$ cat src/rtl/ifetch_ctrl_pkg.sv
// Shared widths, FSM encodings and helpers for the IF-stage fetch controller.
package ifetch_ctrl_pkg;
  localparam int PC_WIDTH        = 32;
  localparam int IWIDTH          = 32;
  localparam int PC_STEP_DEFAULT = 4;

  typedef enum logic [1:0] {
    IF_BOOT = 2'd0,
    IF_RUN  = 2'd1,
    IF_HALT = 2'd2
  } if_state_e;

  function automatic logic [PC_WIDTH-1:0] align_word(input logic [PC_WIDTH-1:0] a);
    return a & ~PC_WIDTH'(3);
  endfunction
endpackage

$ cat src/rtl/ifetch_ctrl_skid.sv
// One-entry {instr, pc} holding buffer; 0-cycle read, load when empty, drain or flush clears.
module if_skid
  import ifetch_ctrl_pkg::*;
(
  input  logic                im_clk,
  input  logic                im_rst,
  input  logic                load,
  input  logic                drain,
  input  logic                flush,
  input  logic [IWIDTH-1:0]   in_instr,
  input  logic [PC_WIDTH-1:0] in_pc,
  output logic                full,
  output logic [IWIDTH-1:0]   instr,
  output logic [PC_WIDTH-1:0] pc
);
  always_ff @(posedge im_clk or negedge im_rst) begin
    if (!im_rst) begin
      full  <= 1'b0;
      instr <= '0;
      pc    <= '0;
    end else if (flush) begin
      full <= 1'b0;
    end else if (load) begin
      full  <= 1'b1;
      instr <= in_instr;
      pc    <= in_pc;
    end else if (drain) begin
      full <= 1'b0;
    end
  end
endmodule

$ cat src/rtl/ifetch_ctrl.sv
// IF-stage fetch controller: one imem read per cycle, 1-cycle issue-to-valid, stalls absorbed by a skid entry.
// IFETCH_PERF_EN adds saturating fetch/bubble counters.
module ifetch_ctrl
  import ifetch_ctrl_pkg::*;
#(
  parameter logic [PC_WIDTH-1:0] RESET_PC = '0,
  parameter logic [PC_WIDTH-1:0] PC_STEP  = PC_WIDTH'(PC_STEP_DEFAULT)
) (
  input  logic                im_clk,
  input  logic                im_rst,
  input  logic                fc_i_en,
  input  logic                fc_i_stall,
  input  logic                fc_i_redirect,
  input  logic [PC_WIDTH-1:0] fc_i_target,
  output logic                fc_o_im_ce,
  output logic [PC_WIDTH-1:0] fc_o_im_addr,
  input  logic [IWIDTH-1:0]   fc_i_im_instr,
  input  logic                fc_i_im_ce,
  output logic [IWIDTH-1:0]   fc_o_instr,
  output logic [PC_WIDTH-1:0] fc_o_pc,
  output logic                fc_o_valid,
`ifdef IFETCH_PERF_EN
  output logic [31:0]         fc_o_fetch_cnt,
  output logic [31:0]         fc_o_bubble_cnt,
`endif
  output logic                fc_o_misalign
);
  if_state_e             state, state_nxt;
  logic [PC_WIDTH-1:0]   pc, req_pc, addr;
  logic                  issue;
  logic                  skid_full, skid_load, skid_drain;
  logic [IWIDTH-1:0]     skid_instr;
  logic [PC_WIDTH-1:0]   skid_pc;

  // Redirect wins over stall and enable; dropping en stops issue immediately.
  always_comb begin
    state_nxt = state;
    issue     = 1'b0;
    case (state)
      IF_BOOT: state_nxt = fc_i_en ? IF_RUN : IF_HALT;
      IF_RUN: begin
        issue     = (fc_i_en & ~fc_i_stall) | fc_i_redirect;
        state_nxt = fc_i_en ? IF_RUN : IF_HALT;
      end
      IF_HALT: if (fc_i_en) state_nxt = IF_RUN;
      default: state_nxt = IF_BOOT;
    endcase
  end

  assign addr         = fc_i_redirect ? align_word(fc_i_target) : pc;
  assign fc_o_im_ce   = issue;
  assign fc_o_im_addr = addr;

  always_ff @(posedge im_clk or negedge im_rst) begin
    if (!im_rst) begin
      state         <= IF_BOOT;
      pc            <= RESET_PC;
      req_pc        <= '0;
      fc_o_misalign <= 1'b0;
    end else begin
      state         <= state_nxt;
      fc_o_misalign <= fc_i_redirect & (|fc_i_target[1:0]);
      if (issue) begin
        pc     <= addr + PC_STEP;
        req_pc <= addr;
      end else if (fc_i_redirect) begin
        pc <= align_word(fc_i_target);
      end
    end
  end

  // imem clears its data once ce drops, so a stalled response must be parked here.
  assign skid_load  = fc_i_stall & fc_i_im_ce & ~skid_full & ~fc_i_redirect;
  assign skid_drain = ~fc_i_stall & skid_full;

  if_skid u_skid (
    .im_clk   (im_clk),
    .im_rst   (im_rst),
    .load     (skid_load),
    .drain    (skid_drain),
    .flush    (fc_i_redirect),
    .in_instr (fc_i_im_instr),
    .in_pc    (req_pc),
    .full     (skid_full),
    .instr    (skid_instr),
    .pc       (skid_pc)
  );

  assign fc_o_instr = skid_full ? skid_instr : fc_i_im_instr;
  assign fc_o_pc    = skid_full ? skid_pc    : req_pc;
  assign fc_o_valid = (skid_full | fc_i_im_ce) & ~fc_i_redirect;

`ifdef IFETCH_PERF_EN
  always_ff @(posedge im_clk or negedge im_rst) begin
    if (!im_rst) begin
      fc_o_fetch_cnt  <= '0;
      fc_o_bubble_cnt <= '0;
    end else begin
      if (fc_o_valid && !fc_i_stall && fc_o_fetch_cnt != 32'hFFFF_FFFF)
        fc_o_fetch_cnt <= fc_o_fetch_cnt + 32'd1;
      if (state == IF_RUN && !fc_o_valid && fc_o_bubble_cnt != 32'hFFFF_FFFF)
        fc_o_bubble_cnt <= fc_o_bubble_cnt + 32'd1;
    end
  end
`endif
endmodule

$ cat config.mk
export PLATFORM = sky130hd
export DESIGN_NAME = ifetch_ctrl
export DESIGN_NICKNAME = d
export VERILOG_FILES = /design/src/rtl/ifetch_ctrl_pkg.sv /design/src/rtl/ifetch_ctrl_skid.sv /design/src/rtl/ifetch_ctrl.sv
export SDC_FILE = /design/constraint.sdc
export NUM_CORES = 1
export LEC_CHECK = 0
export CORE_MARGIN = 10
export CORE_UTILIZATION = 40
export DETAILED_ROUTE_END_ITERATION = 8
export PLACE_DENSITY = 0.76
export SLEW_MARGIN = 15
export SYNTH_ARGS = -nofsm -noshare
export SYNTH_HDL_FRONTEND = slang
export SYNTH_SLANG_ARGS = --single-unit
$ cat constraint.sdc
create_clock -name im_clk -period 4.4 [get_ports im_clk]
set_input_delay 0.44 -clock im_clk [delete_from_list [all_inputs] [get_ports im_clk]]
set_output_delay 0.44 -clock im_clk [all_outputs]
set_load 0.05 [all_outputs]
==> key figures, run 1 <==
Setup path
  • Worst EP required: 3960 ps
  • Setup crit end kind: output pin
  • R2r startpoint: u_skid.full
  • Crit-path cells: buf_4 > mux2_2 > clkdlybuf4s50_1
  • Worst reg2reg path depth: 2
  • Worst r2r dst: u_skid.instr[6]
  • Crit Path Max Fanout: 43
  • Critical Path Start Type: flop
  • CP arrival: 3010 ps
  • Crit-path slowest cell: dfrtp_2
  • Worst R2R Setup Slack: 1830 ps
  • Crit Path Class: flop to output pin
  • Slowest cell delay on critical path: 1050 ps

GRT
  • Global-route wire length before repair: 28800 µm
  • Vias in the first global route: 5183
  • GR Util All Layers: 0.163
  • Largest net degree at the start of global routing: 102
  • Initial antenna violation count: 1
  • GRT Residual Overflow: 0

Synth
  • Post-Synthesis Cells: 551
  • Count leader, synth: mux2_2
  • Synth Register Bits: 132
  • Area leader, netlist: dfrtp_1
  • Post-synth EDFFs: 0
  • Syn Nets: 622
  • Main area contributors after synthesis: dfrtp_1, mux2_2, xnor2_1
  • Syn_area_per_cell: 12.1 µm²
  • Sequential area share after synthesis: 0.494
  • Most frequent cells after synthesis: mux2_2, dfrtp_1, nand2_1
  • Mapped Area: 6690 µm²
  • YS warnings: 0
  • Synth top area share: 0.494
  • Yosys cell types: 56
  • Main flop type after synthesis: dfrtp_1
  • Share of flip-flops with an asynchronous set or reset: 1.00

Die
  • # IOs: 169
  • Die Ht: 149 µm
  • Die width: 149 µm
  • Initial Util: 0.406
  • Core area: 16500 µm²
  • Rows: 47
  • Die area: 22300 µm²

Drt
  • DR iter-0 viols: 240
  • DRT Pass-1 Iters: 6
  • Remaining antenna violation count: 0
  • Total number of vias: 4820
  • Mean number of vias per cell: 5.09
  • Final WL: 18100 µm
  • DRC viols: 0
  • Routed len/inst: 19.1 µm

STA
  • Clock skew: 6.67 ps
  • Setup Total Neg Slack: 0 ps
  • Final Hold Fails: 0
  • FMAX: 0.290 GHz
  • Min cycle time layout: 3450 ps
  • Worst slew pin tran: 1040 ps
  • Final Cycle Share: 0.784
  • RSZ-0062 raised after global routing: false
  • Max-slew violation count: 0
  • Setup violators final: 0
  • Rel. slew slack: 0.307

Power
  • Sequential Power Share: 0.367
  • Max IR drop VDD: 0.000291 V
  • Total power: 0.00443 W
  • Leak pwr: 3.87 nW
  • Cell Pwr Density: 484 nW/µm²
  • Internal Power: 0.00297 W
  • Clock power frac: 0.327
  • P_sw: 0.00147 W
  • Switch share: 0.331
  • Gate power share: 0.306

Clock tree
  • Hold-fix buffers, CTS: 0
  • CTS clock-pin slew for the worst setup and hold paths: 50 ps
  • Clock tree buffer depth: 2
  • Post-CTS Setup Inserts: 0
  • Clock Sink Count: 132
  • Num CTS Buffers: 17
  • CTS tree: built
  • CTS resizes: 0
  • Number of H-tree levels: 4
  • Later-pin clock latency in the skew report: 420 ps
  • CTS root buffer: clkbuf_16

Final layout
  • # fillers: 1380
  • Layout net count: 786
  • Area delta synth->final: 36.9%
  • Final cell count without fillers: 947
  • Layout cells sized above 1: 0.274
  • Post-Layout Inst Area: 9160 µm²

Placed design
  • Detailed Place HPWL: 13400 µm
  • GPL Wtd Cong: 0.838
  • Placed Area: 8550 µm²
  • DP Cell Count: 916
  • Port Buf Inserts: 168

Run status
  • Status: complete, no violations

Worst hold path
  • Worst Hold Class: primary input to async pin

Job
  • Maxcap violations: 0
## registers in the layout, indices dropped and copies added, names as in the netlist
| signal | cells |
|---|---|
| u_skid.pc | 32 |
| req_pc | 32 |
| u_skid.instr | 32 |
| pc | 32 |
| state | 2 |
| u_skid.full | 1 |
| fc_o_misalign | 1 |
## power by group through the flow
stage               Clock (W)  Combinational, W  Sequential, W
finish                0.00145           0.00136        0.00163
global route          0.00153           0.00144        0.00166
CTS                   0.00148           0.00137        0.00163
detailed placement          0           0.00137        0.00164
global placement            0           0.00135        0.00162
floorplan                   0          0.000945        0.00159
## metrics by stage
step	util	hold WS [ps]	setup slack (ps)
2_1_floorplan	-	144	1830
3_3_place_gp	0.519	445	1410
3_5_place_dp	0.519	459	1370
4_1_cts	0.556	171	899
5_1_grt	0.556	199	810
6_report	0.556	126	951
## cell usage in the layout (no fill, tap or decap), drive strengths merged, types with 2 or more instances in the layout
cell type	netlist	routed
o21ai	30	30
nand2	43	43
a21oi	9	9
clkinv	1	4
xnor2	29	29
nand4	12	12
and2	2	2
nand3b	5	5
nor2	13	13
buf	16	8
a32o	4	4
and2b	4	4
clkdlybuf4s50	0	166
a32oi	2	2
nor3b	3	3
mux2	134	134
inv	29	29
a21boi	2	2
nand2b	4	4
clkinvlp	0	3
clkbuf	13	21
bufinv	0	3
nand4b	3	3
nor2b	5	5
nand3	11	11
dfrtp	132	132
nor4	3	3
a22oi	3	3
and3	3	3
nor3	6	6
mux2i	21	21
## area by class of cell
type / count / area (µm²) / share of cell area
Antenna cell: 1 / 2.50 / 0.000273
Timing Repair Buffer: 174 / 1740 / 0.189
Inverter: 30 / 118 / 0.0128
Multi-Input combinational cell: 360 / 3120 / 0.340
Tap cell: 220 / 275 / 0.0301
Sequential cell: 132 / 3300 / 0.361
Clock inverter: 9 / 128 / 0.0139
Clock buffer: 21 / 480 / 0.0525
## worst max-delay path, delay by kind of cell, from the launching register on
kind	cells	cell delay, ps
muxes	1	380
DFF	1	1050
buffers and inverters	2	1140
## routing by layer
metal | global-route usage | wire length (µm) | vias up
met5 | 0 | 0 | -
met4 | 0.0564 | 260 | 0
met3 | 0.0498 | 1180 | 20
met2 | 0.255 | 8300 | 154
met1 | 0.211 | 8350 | 2380
li1 | - | - | 2266
## logic make-up (layout without fill, tap and decap cells)
logic type,Yosys count,after routing,synth area share
buf+inv,59,234,0.0415
mux,155,155,0.257
fa+ha+maj,1,1,0.00187
flops,132,132,0.494
xor+xnor,29,29,0.0380
other cells,0,1,0
simple gates,119,119,0.110
compound gates,56,56,0.0581
## how the worst max path moves through the flow
| stage | start | endpoint | slack [ps] | depth (start not counted) |
|---|---|---|---|---|
| 3_5_place_dp | u_skid.full | fc_o_instr[15] | 1370 | 3 |
| 3_3_place_gp | u_skid.full | fc_o_instr[18] | 1410 | 3 |
| 5_1_grt | u_skid.full | fc_o_instr[6] | 810 | 3 |
| 2_1_floorplan | fc_i_redirect | pc[14] | 1830 | 11 |
| 4_1_cts | u_skid.full | fc_o_instr[15] | 900 | 3 |
| 6_report | u_skid.full | fc_o_instr[26] | 950 | 3 |
Note: power is estimated with default switching activity, not from simulation.
==> run 2: changes to the inputs <==
--- a/config.mk
+++ b/config.mk
@@ -8,7 +8,7 @@
 export CORE_MARGIN = 10
 export CORE_UTILIZATION = 40
 export DETAILED_ROUTE_END_ITERATION = 8
-export PLACE_DENSITY = 0.76
+export PLACE_DENSITY = 0.79
 export SLEW_MARGIN = 15
 export SYNTH_ARGS = -nofsm -noshare
 export SYNTH_HDL_FRONTEND = slang
==> constraint.sdc (replaced) <==
create_clock -name im_clk -period 2.8 [get_ports im_clk]
set_input_delay 0.28 -clock im_clk [delete_from_list [all_inputs] [get_ports im_clk]]
set_output_delay 0.28 -clock im_clk [all_outputs]
set_load 0.05 [all_outputs]
==> key figures, run 2 (synthesis gave the netlist of run 1 again) <==
Power
  • Leak pwr: 3.94 nW (was 3.87 nW)
  • Switch share: 0.334 (was 0.331)
  • Total power: 0.00680 W (was 0.00443 W)
  • Max IR drop VDD: 0.000415 V (was 0.000291 V)
  • Sequential Power Share: 0.377 (was 0.367)
  • Gate power share: 0.315 (was 0.306)
  • Cell Pwr Density: 737 nW/µm² (was 484 nW/µm²)
  • Internal Power: 0.00453 W (was 0.00297 W)
  • P_sw: 0.00227 W (was 0.00147 W)
  • Clock power frac: 0.308 (was 0.327)

Die
  • Rows: 47 (unchanged)
  • # IOs: 169 (unchanged)
  • Initial Util: 0.406 (unchanged)
  • Die Ht: 149 µm (unchanged)
  • Die area: 22300 µm² (unchanged)
  • Die width: 149 µm (unchanged)
  • Core area: 16500 µm² (unchanged)

STA
  • Max-slew violation count: 0 (unchanged)
  • Final Hold Fails: 0 (unchanged)
  • Setup violators final: 0 (unchanged)
  • Clock skew: 8.13 ps (was 6.67 ps)
  • Final Cycle Share: 0.960
  • Worst slew pin tran: 679 ps (was 1040 ps)
  • Min cycle time layout: 2690 ps
  • Setup Total Neg Slack: 0 ps (unchanged)
  • Hold_ws: 336 ps (was 126 ps)
  • FMAX: 0.372 GHz
  • RSZ-0062 raised after global routing: false (unchanged)
  • Rel. slew slack: 0.534 (was 0.307)

Setup path
  • Critical Path Start Type: flop (unchanged)
  • Worst EP required: 2520 ps (was 3960 ps)
  • Worst reg2reg path depth: 4 (was 2)
  • Crit Path Max Fanout: 31 (was 43)
  • Crit Path Class: flop to output pin (unchanged)
  • CP arrival: 2410 ps (was 3010 ps)
  • Setup crit end kind: output pin (unchanged)

Clock tree
  • Post-CTS Setup Inserts: 0 (unchanged)
  • Num CTS Buffers: 17 (unchanged)
  • Number of H-tree levels: 4 (unchanged)
  • Later-pin clock latency in the skew report: 410 ps (was 420 ps)
  • CTS tree: built (unchanged)
  • Clock tree buffer depth: 2 (unchanged)
  • CTS root buffer: clkbuf_16 (unchanged)
  • CTS clock-pin slew for the worst setup and hold paths: 60 ps (was 50 ps)
  • Clock Sink Count: 132 (unchanged)

Placed design
  • GPL Wtd Cong: 0.895 (was 0.838)
  • Detailed Place HPWL: 13600 µm (was 13400 µm)
  • Port Buf Inserts: 168 (unchanged)
  • DP Cell Count: 928 (was 916)

Drt
  • Remaining antenna violation count: 0 (unchanged)
  • DRT Pass-1 Iters: 6 (unchanged)
  • Routed len/inst: 19.0 µm (was 19.1 µm)
  • DRC viols: 0 (unchanged)
  • Final WL: 18200 µm (was 18100 µm)
  • Total number of vias: 4920 (was 4820)
  • DR iter-0 viols: 241 (was 240)
  • Mean number of vias per cell: 5.13 (was 5.09)

Final layout
  • Layout net count: 799 (was 786)
  • Antenna diodes: 0 (was 1)
  • Layout cells sized above 1: 0.296 (was 0.274)
  • Final cell count without fillers: 960 (was 947)
  • Area delta synth->final: 37.9% (was 36.9%)
  • Most frequent cells in the layout: clkdlybuf4s50_1, mux2_2, dfrtp_1 (unchanged)
  • Commonest non-fill, non-tap cell in the layout: clkdlybuf4s50_1 (unchanged)
  • Final core utilization: 0.560 (was 0.556)

GRT
  • Vias in the first global route: 5264 (was 5183)
  • Largest net degree at the start of global routing: 59 (was 102)
  • Initial antenna violation count: 0 (was 1)
  • GR Util All Layers: 0.164 (was 0.163)
  • GRT Residual Overflow: 0 (unchanged)
  • Global-route wire length before repair: 29000 µm (was 28800 µm)

Worst hold path
  • Worst Hold Class: primary input to flop (was primary input to async pin)
  • Cells on Worst Hold Path: 3

Job
  • Maxcap violations: 0 (unchanged)

Run status
  • Status: complete, no violations (unchanged)
-- run 2: cell count changes in the layout (fill, tap and decap cells not counted), sizes merged, moves of 2 or more --
cell and change:
bufinv -2, clkinvlp -3, buf +24, clkbuf +6, clkdlybuf4s50 -12
-- run 2: worst paths after layout --
| path | end | slack (ps) | from |
|---|---|---|---|
| setup / recovery | fc_o_instr[27] | 110 | u_skid.full |
| hold / removal | pc[10] | 340 | fc_i_redirect |
| setup reg to reg | u_skid.pc[28] | 590 | u_skid.full |
| hold reg to reg | state[1] | 480 | state[1] |
| max in group asynchronous | pc[18] | 1670 | im_rst |
| min in group asynchronous | u_skid.instr[8] | 370 | im_rst |
-- run 2: through the flow --
stage / instance area (µm²) / setup WS, ps
3_3_place_gp: 8660 / 352
3_5_place_dp: 8660 / 354
6_report: 9230 / 113
5_1_grt: 9230 / 0.271
4_1_cts: 9230 / 74.9
2_1_floorplan: 6690 / 387
-- run 2: critical path: stages, from the launching register on --
cell and delay [ps]:
dfrtp_2 650, buf_12 260, mux2_2 360, clkdlybuf4s50_1 710
-- run 2: metal layers --
| metal | vias to the layer above | track usage | wire (µm) |
|---|---|---|---|
| met2 | 175 | 0.250 | 8510 |
| met1 | 2445 | 0.215 | 8080 |
| li1 | 2287 | - | - |
| met3 | 13 | 0.0570 | 1430 |
| met4 | 0 | 0.0486 | 174 |
| met5 | - | 0 | 0 |
-- run 2: layout make-up --
cell class              count  area (µm²)
multi-input cells         360        3120
clock buffers              27         513
clock inverters             4        45.0
repair buffers            187        1860
inverters                  30         118
flip-flops and latches    132        3300
well taps                 220         275
fillers                  1362        7240
-- run 2: power by group through the flow --
stage / Combinational (W) / Clock [W] / Sequential [W]
CTS: 0.00217 / 0.00214 / 0.00256
global placement: 0.00212 / 0 / 0.00256
floorplan: 0.00148 / 0 / 0.00250
detailed placement: 0.00216 / 0 / 0.00259
finish: 0.00214 / 0.00209 / 0.00257
global route: 0.00227 / 0.00223 / 0.00262
-- run 2: repair_timing --
| item | in CTS | in global routing |
|---|---|---|
| gates resized for setup | 0 | 0 |
| hold buffers | 1 | 0 |
| hold endpoints to repair | 50 | 0 |
